### src/rtl/regbus_arbiter_if.sv
// Register write-port bus between four requesters and the round-robin
// arbiter that feeds a register_16bit instance.
//
// Handshake: a requester raises req[i] with data<i> and holds both stable
// until it sees grant[i] high. grant is a one-cycle pulse. The requester
// that is granted is masked for the following edge. stall blocks only the
// arbitration of the edge at which it is sampled.
interface regbus_arbiter_if;
   logic [3:0]  req;
   logic [15:0] data0;
   logic [15:0] data1;
   logic [15:0] data2;
   logic [15:0] data3;
   logic        stall;
   logic [3:0]  grant;
   logic        load_out;
   logic [15:0] data_out;
   logic [1:0]  last_id;
   logic        state_dbg;   // arbiter FSM state: 0 = IDLE, 1 = GRANT

   modport master (
      output req, data0, data1, data2, data3, stall,
      input  grant, load_out, data_out, last_id, state_dbg
   );

   modport slave (
      input  req, data0, data1, data2, data3, stall,
      output grant, load_out, data_out, last_id, state_dbg
   );
endinterface

### src/rtl/regbus_arbiter.sv
// regbus_arbiter: shares one 16-bit register write port among four
// requesters. grant, load and data are registered, so the register captures
// the winning data one edge after the request is sampled.
// Optional macro REGBUS_ARB_FIXED_PRIO_EN selects fixed priority (0..3)
// instead of round-robin. last_id is still tracked in that mode.
module regbus_arbiter (
   input  logic               clock,
   input  logic               reset,
   regbus_arbiter_if.slave    bus
);

   typedef enum logic {IDLE = 1'b0, GRANT = 1'b1} state_e;

   state_e      state_q, state_d;
   logic [3:0]  grant_q, grant_d;
   logic        load_q, load_d;
   logic [15:0] data_q, data_d;
   logic [1:0]  last_q, last_d;

   logic [3:0]  eligible;
   logic        found;
   logic [1:0]  win;
   logic [1:0]  cand;
   logic [15:0] win_data;

   // The requester being granted right now is masked for one edge.
   assign eligible = bus.req & ~grant_q;

   // Winner search: first eligible index in priority order.
   always_comb begin
      found = 1'b0;
      win   = last_q;
      cand  = 2'd0;
      for (int k = 1; k <= 4; k++) begin
`ifdef REGBUS_ARB_FIXED_PRIO_EN
         cand = 2'(k - 1);
`else
         cand = last_q + 2'(k);
`endif
         if (!found && eligible[cand]) begin
            found = 1'b1;
            win   = cand;
         end
      end
   end

   // Select the winner's write data.
   always_comb begin
      win_data = bus.data0;
      case (win)
         2'd0: win_data = bus.data0;
         2'd1: win_data = bus.data1;
         2'd2: win_data = bus.data2;
         2'd3: win_data = bus.data3;
         default: win_data = bus.data0;
      endcase
   end

   // Next-state and registered outputs: grant on a win, otherwise idle.
   always_comb begin
      state_d = IDLE;
      grant_d = 4'b0000;
      load_d  = 1'b0;
      data_d  = data_q;
      last_d  = last_q;
      if (!bus.stall && found) begin
         state_d = GRANT;
         grant_d = 4'b0001 << win;
         load_d  = 1'b1;
         data_d  = win_data;
         last_d  = win;
      end
   end

   // State register. Reset leaves the pointer at 3 so requester 0 goes first.
   always_ff @(posedge clock) begin
      if (reset) begin
         state_q <= IDLE;
         grant_q <= 4'b0000;
         load_q  <= 1'b0;
         data_q  <= 16'h0000;
         last_q  <= 2'd3;
      end else begin
         state_q <= state_d;
         grant_q <= grant_d;
         load_q  <= load_d;
         data_q  <= data_d;
         last_q  <= last_d;
      end
   end

   assign bus.grant     = grant_q;
   assign bus.load_out  = load_q;
   assign bus.data_out  = data_q;
   assign bus.last_id   = last_q;
   assign bus.state_dbg = state_q;

endmodule

### src/flat_wrapper.sv
// flat-port wrapper written by rule: the top's interface ports become plain ports
module regbus_arbiter_flat 
  (clock, reset, bus_req, bus_data0, bus_data1, bus_data2, bus_data3, bus_stall, bus_grant, bus_load_out, bus_data_out, bus_last_id, bus_state_dbg);
  regbus_arbiter_if bus_i ();
  input  logic clock;
  input  logic reset;
  input wire logic [$bits(bus_i.req)-1:0] bus_req;
  input wire logic [$bits(bus_i.data0)-1:0] bus_data0;
  input wire logic [$bits(bus_i.data1)-1:0] bus_data1;
  input wire logic [$bits(bus_i.data2)-1:0] bus_data2;
  input wire logic [$bits(bus_i.data3)-1:0] bus_data3;
  input wire logic [$bits(bus_i.stall)-1:0] bus_stall;
  output wire logic [$bits(bus_i.grant)-1:0] bus_grant;
  output wire logic [$bits(bus_i.load_out)-1:0] bus_load_out;
  output wire logic [$bits(bus_i.data_out)-1:0] bus_data_out;
  output wire logic [$bits(bus_i.last_id)-1:0] bus_last_id;
  output wire logic [$bits(bus_i.state_dbg)-1:0] bus_state_dbg;
  assign bus_i.req = bus_req;
  assign bus_i.data0 = bus_data0;
  assign bus_i.data1 = bus_data1;
  assign bus_i.data2 = bus_data2;
  assign bus_i.data3 = bus_data3;
  assign bus_i.stall = bus_stall;
  assign bus_grant = bus_i.grant;
  assign bus_load_out = bus_i.load_out;
  assign bus_data_out = bus_i.data_out;
  assign bus_last_id = bus_i.last_id;
  assign bus_state_dbg = bus_i.state_dbg;
  regbus_arbiter u_core (.clock(clock), .reset(reset), .bus(bus_i));
endmodule
### config.mk
export PLATFORM = sky130hd
export DESIGN_NAME = regbus_arbiter_flat
export DESIGN_NICKNAME = d
export VERILOG_FILES = /design/src/rtl/regbus_arbiter_if.sv /design/src/rtl/regbus_arbiter.sv /design/src/flat_wrapper.sv
export SDC_FILE = /design/constraint.sdc
export NUM_CORES = 1
export LEC_CHECK = 0
export ABC_AREA = 1
export ABC_CLOCK_PERIOD_IN_PS = 2100
export CORE_AREA = 2 2 70 72
export DETAILED_ROUTE_END_ITERATION = 8
export DIE_AREA = 0 0 72 74
export GPL_TIMING_DRIVEN = 1
export PLACE_DENSITY = 0.79
export SLEW_MARGIN = 20
export SYNTH_ARGS = -nofsm -noshare
export SYNTH_HDL_FRONTEND = slang
export SYNTH_SLANG_ARGS = --single-unit
export TNS_END_PERCENT = 50
### constraint.sdc
create_clock -name clock -period 2.1 [get_ports clock]
set_input_delay 0.315 -clock clock [delete_from_list [all_inputs] [get_ports clock]]
set_output_delay 0.315 -clock clock [all_outputs]
set_load 0.03 [all_outputs]
== Yosys cells after proc, flatten, opt, wreduce, memory -nomap -nowiden ==
Cells that the tools add are included.

* Add/subtract/negate cells: 3
* Magnitude comparators: 4
* Equality and inequality tests: 3
* Shift operators: 1
* Multiplexer cells: 18
* Bitwise logic cells: 3
* Reductions and logical operators: 10

{| class="wikitable"
|+ Operator list
! cell !! count
|-
| case mux 16 bit (4 select lines) || 1
|-
| < comparator 2 x 3 -> 1 bit (second input constant) || 4
|-
| 2-to-1 mux 1 bit || 9
|-
| binary-select mux 1 bit (select 2 bit) || 4
|-
| 2-to-1 mux 2 bit || 4
|-
| adder 2 bit (second input constant) || 2
|-
| AND 4 bit || 1
|-
| == test 2 bit (second input constant) || 2
|-
| logical AND 1 bit || 4
|-
| logical NOT 1 bit || 4
|-
| inverter 4 bit || 1
|-
| left shift 1 x 2 -> 4 bit (first input constant) || 1
|-
| adder 2 x 1 -> 2 bit (second input constant) || 1
|-
| == test 2 x 1 -> 1 bit (second input constant) || 1
|-
| logical NOT 2 bit || 1
|-
| OR reduction 2 bit || 1
|-
| inverter 1 bit || 1
|}

* Register bits after elaboration: 23
* Input bits: 71
* Output and inout port bits: 24
* Word-level logic and storage cells: 46

== Logic depth before layout (Yosys ltp) ==
Gate-level depths: netlist (run 1).

* Depth after elaboration: 17
* Gate-level depth with buffers: 17
* Gate-level depth less buffers: 16

== Worst setup path after synthesis (run 1) ==
OpenSTA, ideal clock, no wires.

* Path type: reg-to-reg
* From: register u_core.last_q[0] (netlist: u_core.bus.last_id[0])
* To: register u_core.data_q[1] (netlist: u_core.bus.data_out[1])
* Arrival: 1.873 ns
* Data required time: 1.988 ns
* Path slack: 0.115 ns
* Cell stages (with the launch flop): 15
* Path buffers: 3
* Cell sequence: dfxtp_1 > buf_6 > nand2_1 > nand2_2 > nand3_2 > nand2_4 > nand3_2 > nand2_1 > nand2_1 > buf_6 > buf_6 > o21ai_0 > nand3_1 > nand2_1 > nand2_1

* Cells in the longest elaborated chain, start to end: 15
* Elaborated cells on any way between the ends: 31

{| class="wikitable"
|+ Ends and longest elaborated chain
! what !! RTL line !! source
|-
| start: declaration || regbus_arbiter.sv:18 || <nowiki>logic [1:0] last_q, last_d;</nowiki>
|-
| start signal: assignment || regbus_arbiter.sv:88 || <nowiki>last_q <= last_d;</nowiki>
|-
| adder 2 x 1 -> 2 bit || regbus_arbiter.sv:38 || <nowiki>cand = last_q + 2'(k);</nowiki>
|-
| binary-select mux 1 bit (select 2 bit) || regbus_arbiter.sv:40 || <nowiki>if (!found && eligible[cand]) begin</nowiki>
|-
| 2-to-1 mux 1 bit (implied by the code) || regbus_arbiter.sv:40 ||
|-
| 2-to-1 mux 1 bit || regbus_arbiter.sv:40 ||
|-
| logical NOT 1 bit || regbus_arbiter.sv:40 ||
|-
| logical AND 1 bit || regbus_arbiter.sv:40 ||
|-
| 2-to-1 mux 1 bit || regbus_arbiter.sv:40 ||
|-
| logical NOT 1 bit || regbus_arbiter.sv:40 ||
|-
| logical AND 1 bit || regbus_arbiter.sv:40 ||
|-
| 2-to-1 mux 1 bit || regbus_arbiter.sv:40 ||
|-
| logical NOT 1 bit || regbus_arbiter.sv:40 ||
|-
| logical AND 1 bit || regbus_arbiter.sv:40 ||
|-
| 2-to-1 mux 2 bit || regbus_arbiter.sv:40 ||
|-
| == test 2 bit (tied with other cells) || regbus_arbiter.sv:50 || <nowiki>case (win)</nowiki>
|-
| case mux 16 bit (4 select lines) || regbus_arbiter.sv:50 ||
|-
| end signal: assignment || regbus_arbiter.sv:87 || <nowiki>data_q <= data_d;</nowiki>
|-
| end: declaration || regbus_arbiter.sv:17 || <nowiki>logic [15:0] data_q, data_d;</nowiki>
|}

Parallel ways exist; a longest one is shown, timed or not. The select of a mux whose other input is x is not followed.
A chain may end at the register's enable or synchronous reset.

== Final worst setup path (run 1) ==
* From: input bus_req[2]
* To: register u_core.data_q[11] (netlist: u_core.bus.data_out[11])

* Cells in the longest elaborated chain, start to end: 15
* Elaborated cells on any way between the ends: 29

{| class="wikitable"
|+ Ends and longest elaborated chain
! what !! RTL line !! source
|-
| start: declaration || flat_wrapper.sv:7 || <nowiki>input wire logic [$bits(bus_i.req)-1:0] bus_req;</nowiki>
|-
| AND 4 bit (*) || regbus_arbiter.sv:27 || <nowiki>assign eligible = bus.req & ~grant_q;</nowiki>
|-
| binary-select mux 1 bit (select 2 bit) || regbus_arbiter.sv:40 ||
|-
| 2-to-1 mux 1 bit (implied by the code) || regbus_arbiter.sv:40 ||
|-
| 2-to-1 mux 1 bit || regbus_arbiter.sv:40 ||
|-
| logical NOT 1 bit || regbus_arbiter.sv:40 ||
|-
| logical AND 1 bit || regbus_arbiter.sv:40 ||
|-
| 2-to-1 mux 1 bit || regbus_arbiter.sv:40 ||
|-
| logical NOT 1 bit || regbus_arbiter.sv:40 ||
|-
| logical AND 1 bit || regbus_arbiter.sv:40 ||
|-
| 2-to-1 mux 1 bit || regbus_arbiter.sv:40 ||
|-
| logical NOT 1 bit || regbus_arbiter.sv:40 ||
|-
| logical AND 1 bit || regbus_arbiter.sv:40 ||
|-
| 2-to-1 mux 2 bit || regbus_arbiter.sv:40 ||
|-
| == test 2 bit (tied with other cells) || regbus_arbiter.sv:50 ||
|-
| case mux 16 bit (4 select lines) || regbus_arbiter.sv:50 ||
|}

Mark *: on every way between the ends. The rest lies on a longest branch, timed or not. The select of a mux whose other input is x is not followed.

==> flow_metrics.tcl, run 1 <==
set metrics [dict create \
    clock_path_buffers 2 \
    reg2reg_depth 13 \
    cts_tree "done" \
    first_pass_iters 4 \
    grt_max_degree 28 \
    rsz0062_at_grt "true" \
    ys_seq_area_share_pct 26.32 \
    finClkSkew_ns 0.003194 \
    die_area_um2 5328 \
    finalSetupViolations 0 \
    holdPathEnd "u_core.bus.data_out[8]" \
    end_kind "register" \
    cts-buffers-inserted 3 \
    fin_crit_ns 1.916 \
    vias 2209 \
    via_per_inst 5.055 \
    final_layout_size_suffix_gt1_share_pct 13.58 \
    cp-start-kind "input pin" \
    root_buffer "clkbuf_8" \
    nFillCells 451 \
    maxCapViolCount 0 \
    max_freq_mhz 521.8 \
    syn_nets 353 \
    yosysUniqueCellTypes 22 \
    hold_viol 0 \
    holdPathStages 2 \
    fin_nets 455 \
    cts_sinks 23 \
    ios 95 \
    syn_inst 282 \
    required_ns 2.27 \
    ys_warn_count 0 \
    hpwl_um 4400 \
    r2r-end "u_core.bus.data_out[11]" \
    die_w_um 72 \
    first_global_vias 2170 \
    grt_overflow_total 0 \
    num_antenna_cells 0 \
    remaining_drc_errors 0 \
    syn-mean-instance-area_um2 6.203 \
    grt_pass1_wl_um 9135 \
    worstPathMaxFanout 15 \
    crit_chain "clkdlybuf4s50_1 > nand3_2 > nand2_1 > nand2_1 > nand2_2 > nand3_2 > nand2_1 > nand2_1 > buf_4 > o21ai_0 > nand3_1 > nand2_1 > nand2_1" \
    p_leak_nw 1.285 \
    syn_to_final_growth_pct 63.88 \
    r2r_setup_slack_ns 0.22 \
    die_y_um 74 \
    grt_util_all_layers_pct 21.07 \
    r2r-start "u_core.bus.last_id[0]" \
    cp_num_buf_inv 2 \
    max_stage_delay_ns 0.53 \
    max-slew-margin-rel_pct 76.83 \
    finish.utilization_pct 62.34 \
    drt-wirelength-per-cell_um 12.64 \
    cts.clk_slew.worst_paths_ns 0.09 \
    num_rows 25 \
    drt-total-wl_um 5524 \
    synth-seq-cells 23 \
    cpMostUsedCell "nand2_1" \
    cp_top_family "simple AND/OR/NAND/NOR gates" \
    final_antenna_net_count 0 \
    clk_latency_ns 0.26 \
    critPathKind "in2reg" \
    core_um2 4598 \
    worstMarginPinSlew_ns 0.3464 \
    cp.arrival_ns 2.08 \
    p_per_area_nw_per_um2 2000 \
    dp_slack_ns -0.1143 \
    fin_crit_sh_pct 91.26 \
    min_path_type "reg2reg" \
    cts_max_level 1 \
    initialDrtViolationCount 114 \
    final.setup.worst_slack_ns 0.1836 \
    status "completed" \
    start_util_pct 38.04 \
    antenna_found_initial 0 \
    gp_congestion 0.8801 \
    ir_worst_vdd_mv 1.060 \
    worstHoldStart "u_core.bus.data_out[8]" \
    slew_viol_final 0 \
    port_buffers 94 \
    syn_area_um2 1749 \
    slowest_stage "clkdlybuf4s50_1" \
]
[worst register-to-register path, stage by stage (launching register included)]
cell and delay (ns):
dfxtp_2 0.37, buf_6 0.16, nand2_1 0.07, nand2_2 0.12, nand3_2 0.12, nand2_4 0.12, nand3_2 0.11, nand2_1 0.08
nand2_1 0.09, buf_4 0.20, o21ai_0 0.16, nand3_1 0.09, nand2_1 0.06, nand2_1 0.04
[cell usage in the layout, fill, tap and decap left out, drive strengths merged]
| cell type | synthesis | routed |
|---|---|---|
| nand2 | 99 | 99 |
| clkdlybuf4s50 | 0 | 94 |
| nand3 | 43 | 43 |
| nor2 | 38 | 38 |
| nand4 | 27 | 27 |
| dfxtp | 23 | 23 |
| buf | 17 | 22 |
| inv | 15 | 15 |
| o21ai | 11 | 11 |
| clkbuf | 2 | 4 |
| nor3 | 2 | 2 |
| a22oi | 2 | 2 |
| nand3b | 2 | 2 |
| a31oi | 1 | 1 |
[report_power, final]
part           internal, mW  switching [mW]
Sequential            0.582          0.0783
Combinational          1.90            2.89
Clock                 0.135           0.144
[repair_timing]
action / in CTS / in global routing
setup buffers: 0 / 0
resized for setup: 0 / 11
endpoints found under the setup margin: 0 / 16
hold buffers: 0 / 0
[flip-flops by register name, summed over array words and instances, names as in the netlist]
signal,count
u_core.bus.data_out,16
u_core.bus.state_dbg,1
u_core.bus.grant,4
u_core.bus.last_id,2
[logic make-up after synthesis]
family	Yosys count	synth area share [%]
simple gates	211	58.51
flops	23	26.32
compound gates	14	4.363
buf+inv	34	10.80
[layout make-up]
type	count	area, µm²	area share, %
well taps	54	67.56	2.357
clock buffers	4	45.04	1.571
inverters	15	61.31	2.139
multi-input cells	225	1105	38.54
repair buffers	116	1126	39.28
flip-flops and latches	23	461.7	16.11
[Yosys cell counts]
cell / instances / share of area (%)
nand2_4: 2 / 1.3
nand3_2: 7 / 4.0
clkbuf_1: 2 / 0.43
nand2_1: 91 / 20
a31oi_1: 1 / 0.36
nor3_1: 2 / 0.57
o21ai_1: 2 / 0.57
nor2_1: 35 / 7.5
nand2_2: 6 / 2.1
nand4_1: 27 / 9.7
a22oi_1: 2 / 0.86
nand3_4: 1 / 1.0
inv_1: 9 / 1.9
buf_4: 1 / 0.43
buf_2: 10 / 2.9
o21ai_0: 9 / 2.6
inv_2: 6 / 1.3
nand3b_1: 2 / 0.86
dfxtp_1: 23 / 26
buf_6: 6 / 3.9
nor2_4: 3 / 1.9
nand3_1: 35 / 10
[worst max path at each step]
stage                                from                      end  slack, ns  depth (start not counted)
global placement               bus_req[2]   u_core.bus.data_out[6]      -0.03                         15
finish                         bus_req[2]  u_core.bus.data_out[11]       0.18                         13
detailed placement             bus_req[2]   u_core.bus.data_out[3]      -0.11                         15
CTS                 u_core.bus.last_id[0]   u_core.bus.data_out[2]       0.09                         16
global route                   bus_req[2]   u_core.bus.data_out[8]      -0.03                         13
floorplan           u_core.bus.last_id[0]   u_core.bus.data_out[1]       0.11                         14
[stage by stage]
step	setup TNS (ns)	hold slack (ns)	instances	area (µm²)	total power, mW
5_1_grt	-0.05540	0.4733	437	2867	6.354
3_5_place_dp	-1.154	0.4412	433	2803	5.368
4_1_cts	0	0.4540	437	2848	5.651
6_report	0	0.4553	437	2867	5.733
2_1_floorplan	0	0.3929	282	1749	3.987
3_3_place_gp	-0.2774	0.4381	433	2803	5.254
[per-layer routing]
layer	GRT usage (%)	vias to the layer above	wire (µm)
met2	38.37	77	2876
met4	6.709	0	36
met1	24.86	987	2252
met5	0	-	0
li1	-	1141	-
met3	4.472	4	359
Power figures use the tool's default switching activity.
==> run 2, diff against run 1 <==
--- a/config.mk
+++ b/config.mk
@@ -11,7 +11,7 @@
 export DETAILED_ROUTE_END_ITERATION = 8
 export DIE_AREA = 0 0 72 74
 export GPL_TIMING_DRIVEN = 1
-export PLACE_DENSITY = 0.79
+export PLACE_DENSITY_LB_ADDON = 0.15
 export SLEW_MARGIN = 20
 export SYNTH_ARGS = -nofsm -noshare
 export SYNTH_HDL_FRONTEND = slang
==> flow_metrics.tcl, run 2 (synthesized netlist as in run 1, its figures left out) <==
set metrics [dict create \
    max_stage_delay_ns 0.52 \
    crit_chain "clkdlybuf4s50_1 > nand3_2 > nand2_2 > nand2_1 > nand2_2 > nand3_2 > buf_4 > nand2_2 > nand2_1 > buf_4 > o21ai_0 > nand3_1 > nand2_1 > nand2_1" \
    largest_reg_flops 16 \
    fin_cells 439 \
    final.setup.worst_slack_ns 0.1769 \
    cp-start-kind "input pin" \
    grt_overflow_total 0 \
    final_common_cell "clkdlybuf4s50_1" \
    vias 2213 \
    slew_viol_final 0 \
    drt-wirelength-per-cell_um 12.66 \
    grt_util_all_layers_pct 21.70 \
    required_ns 2.27 \
    gp_congestion 0.8556 \
    fin_crit_sh_pct 91.58 \
    post_cts_buffers 0 \
    syn_to_final_growth_pct 67.60 \
    fin_worst_hold_slack_ns 0.4520 \
    cts_tree "done" \
    worstMarginPinSlew_ns 0.3368 \
    hpwl_um 4379 \
    finClkSkew_ns 0.001364 \
    cts_sinks 23 \
    end_kind "register" \
    port_buffers 94 \
    cpMostUsedCell "nand2_1" \
    critPathLaunch "bus_req[3]" \
    remaining_drc_errors 0 \
    r2r_setup_slack_ns 0.21 \
    power_mw 5.866 \
    status "completed" \
    start_util_pct 38.04 \
    max_freq_mhz 520.0 \
    cts_max_level 1 \
    antenna_found_initial 0 \
    reg2reg_depth 14 \
    p_leak_nw 1.316 \
    root_buffer "clkbuf_8" \
    ios 95 \
    clock_path_buffers 2 \
    fin_crit_ns 1.923 \
    core_um2 4598 \
    crit_path_end "u_core.bus.data_out[1]" \
    initialDrtViolationCount 49 \
    cts-buffers-inserted 3 \
    cts.clk_slew.worst_paths_ns 0.09 \
    first_global_vias 2096 \
    hold_viol 0 \
    critPathKind "in2reg" \
    die_w_um 72 \
    grt_pass1_wl_um 9266 \
    final_layout_size_suffix_gt1_share_pct 15.32 \
    placed_cells 435 \
    ir_worst_vdd_mv 1.200 \
    worstPathMaxFanout 7 \
    min_path_type "reg2reg" \
    grt_max_degree 28 \
    via_per_inst 5.041 \
    cp.arrival_ns 2.09 \
    first_pass_iters 4 \
    tns_ns 0 \
    drt-total-wl_um 5559 \
    num_antenna_cells 0 \
    maxCapViolCount 0 \
    r2r-start "u_core.bus.last_id[0]" \
    rsz0062_at_grt "false" \
    p_per_area_nw_per_um2 2001 \
    max-slew-margin-rel_pct 77.47 \
    die_area_um2 5328 \
    slowest_stage "clkdlybuf4s50_1" \
    dp_slack_ns -0.1406 \
    fin_nets 457 \
    clk_latency_ns 0.26 \
    die_y_um 74 \
    mostFrequentLayoutCells "clkdlybuf4s50_1 (93), nand2_1 (88), nor2_1 (35), nand3_1 (34), nand4_1 (27)" \
    finalSetupViolations 0 \
    num_rows 25 \
    final_antenna_net_count 0 \
    r2r-end "u_core.bus.data_out[1]" \
]
## run 2: changes by cell type in the layout (fill, tap and decap cells not counted), moves of 3 or more
cell     previous run  this run
o21ai_0             5         9
o21ai_1             6         2
buf_12              1         4
nand2_1            91        88
nand2_2             6         9
## run 2: per-layer routing
metal / routed length [µm] / track usage, % / part of all wire (%) / up-vias
li1: - / - / - / 1138
met1: 2303 / 25.60 / 41 / 994
met4: 87 / 5.660 / 1.6 / 0
met2: 2787 / 39.92 / 50 / 73
met5: 0 / 0 / 0 / -
met3: 381 / 4.878 / 6.9 / 8
## run 2: worst min-delay path by stage
stage	startpoint	endpoint	slack, ns	depth (start not counted)
after floorplan	reset	u_core.bus.state_dbg	0.39	1
after global placement	u_core.bus.data_out[12]	u_core.bus.data_out[12]	0.44	2
after detailed placement	u_core.bus.data_out[13]	u_core.bus.data_out[13]	0.44	2
after CTS	u_core.bus.data_out[12]	u_core.bus.data_out[12]	0.45	2
after global routing	u_core.bus.data_out[12]	u_core.bus.data_out[12]	0.47	2
final	u_core.bus.data_out[4]	u_core.bus.data_out[4]	0.45	2
## run 2: power breakdown
group	internal (mW)	switching, mW
clock	0.132	0.147
combinational	1.99	2.93
sequential	0.584	0.0881
total	2.70	3.16
## run 2: final cells by class
cell class / instances / area, µm²
inverters: 15 / 61.31
fillers: 434 / 1667
multi-input cells: 225 / 1112
flip-flops and latches: 23 / 462.9
clock inverters: 1 / 5.005
well taps: 54 / 67.56
clock buffers: 3 / 41.29
repair buffers: 118 / 1181
## run 2: through the flow
step           utilization (%)  area, µm²
6_report                 63.76       2932
5_1_grt                  63.76       2932
4_1_cts                  63.10       2902
3_5_place_dp             62.10       2855
3_3_place_gp             62.10       2855
2_1_floorplan                -       1749
## run 2: timing repair
item                                    4_1_cts  5_1_grt
resized for setup                             0       11
endpoints found under the setup margin        0       16
hold buffers                                  0        0
## run 2: worst max-delay path: cells and delay by family
| kind | cells | cell delay, ns |
|---|---|---|
| and+or+nand+nor | 10 | 0.87 |
| AOI/OAI and AO/OA | 1 | 0.08 |
| buffers and inverters | 3 | 0.84 |
==> run 3, diff against run 2 <==
--- a/config.mk
+++ b/config.mk
@@ -8,6 +8,7 @@
 export ABC_AREA = 1
 export ABC_CLOCK_PERIOD_IN_PS = 2100
 export CORE_AREA = 2 2 70 72
+export CTS_CLUSTER_DIAMETER = 120
 export DETAILED_ROUTE_END_ITERATION = 8
 export DIE_AREA = 0 0 72 74
 export GPL_TIMING_DRIVEN = 1
==> results of run 3 <==
Same layout as run 2: the final DEF is identical, and so are final timing and power.
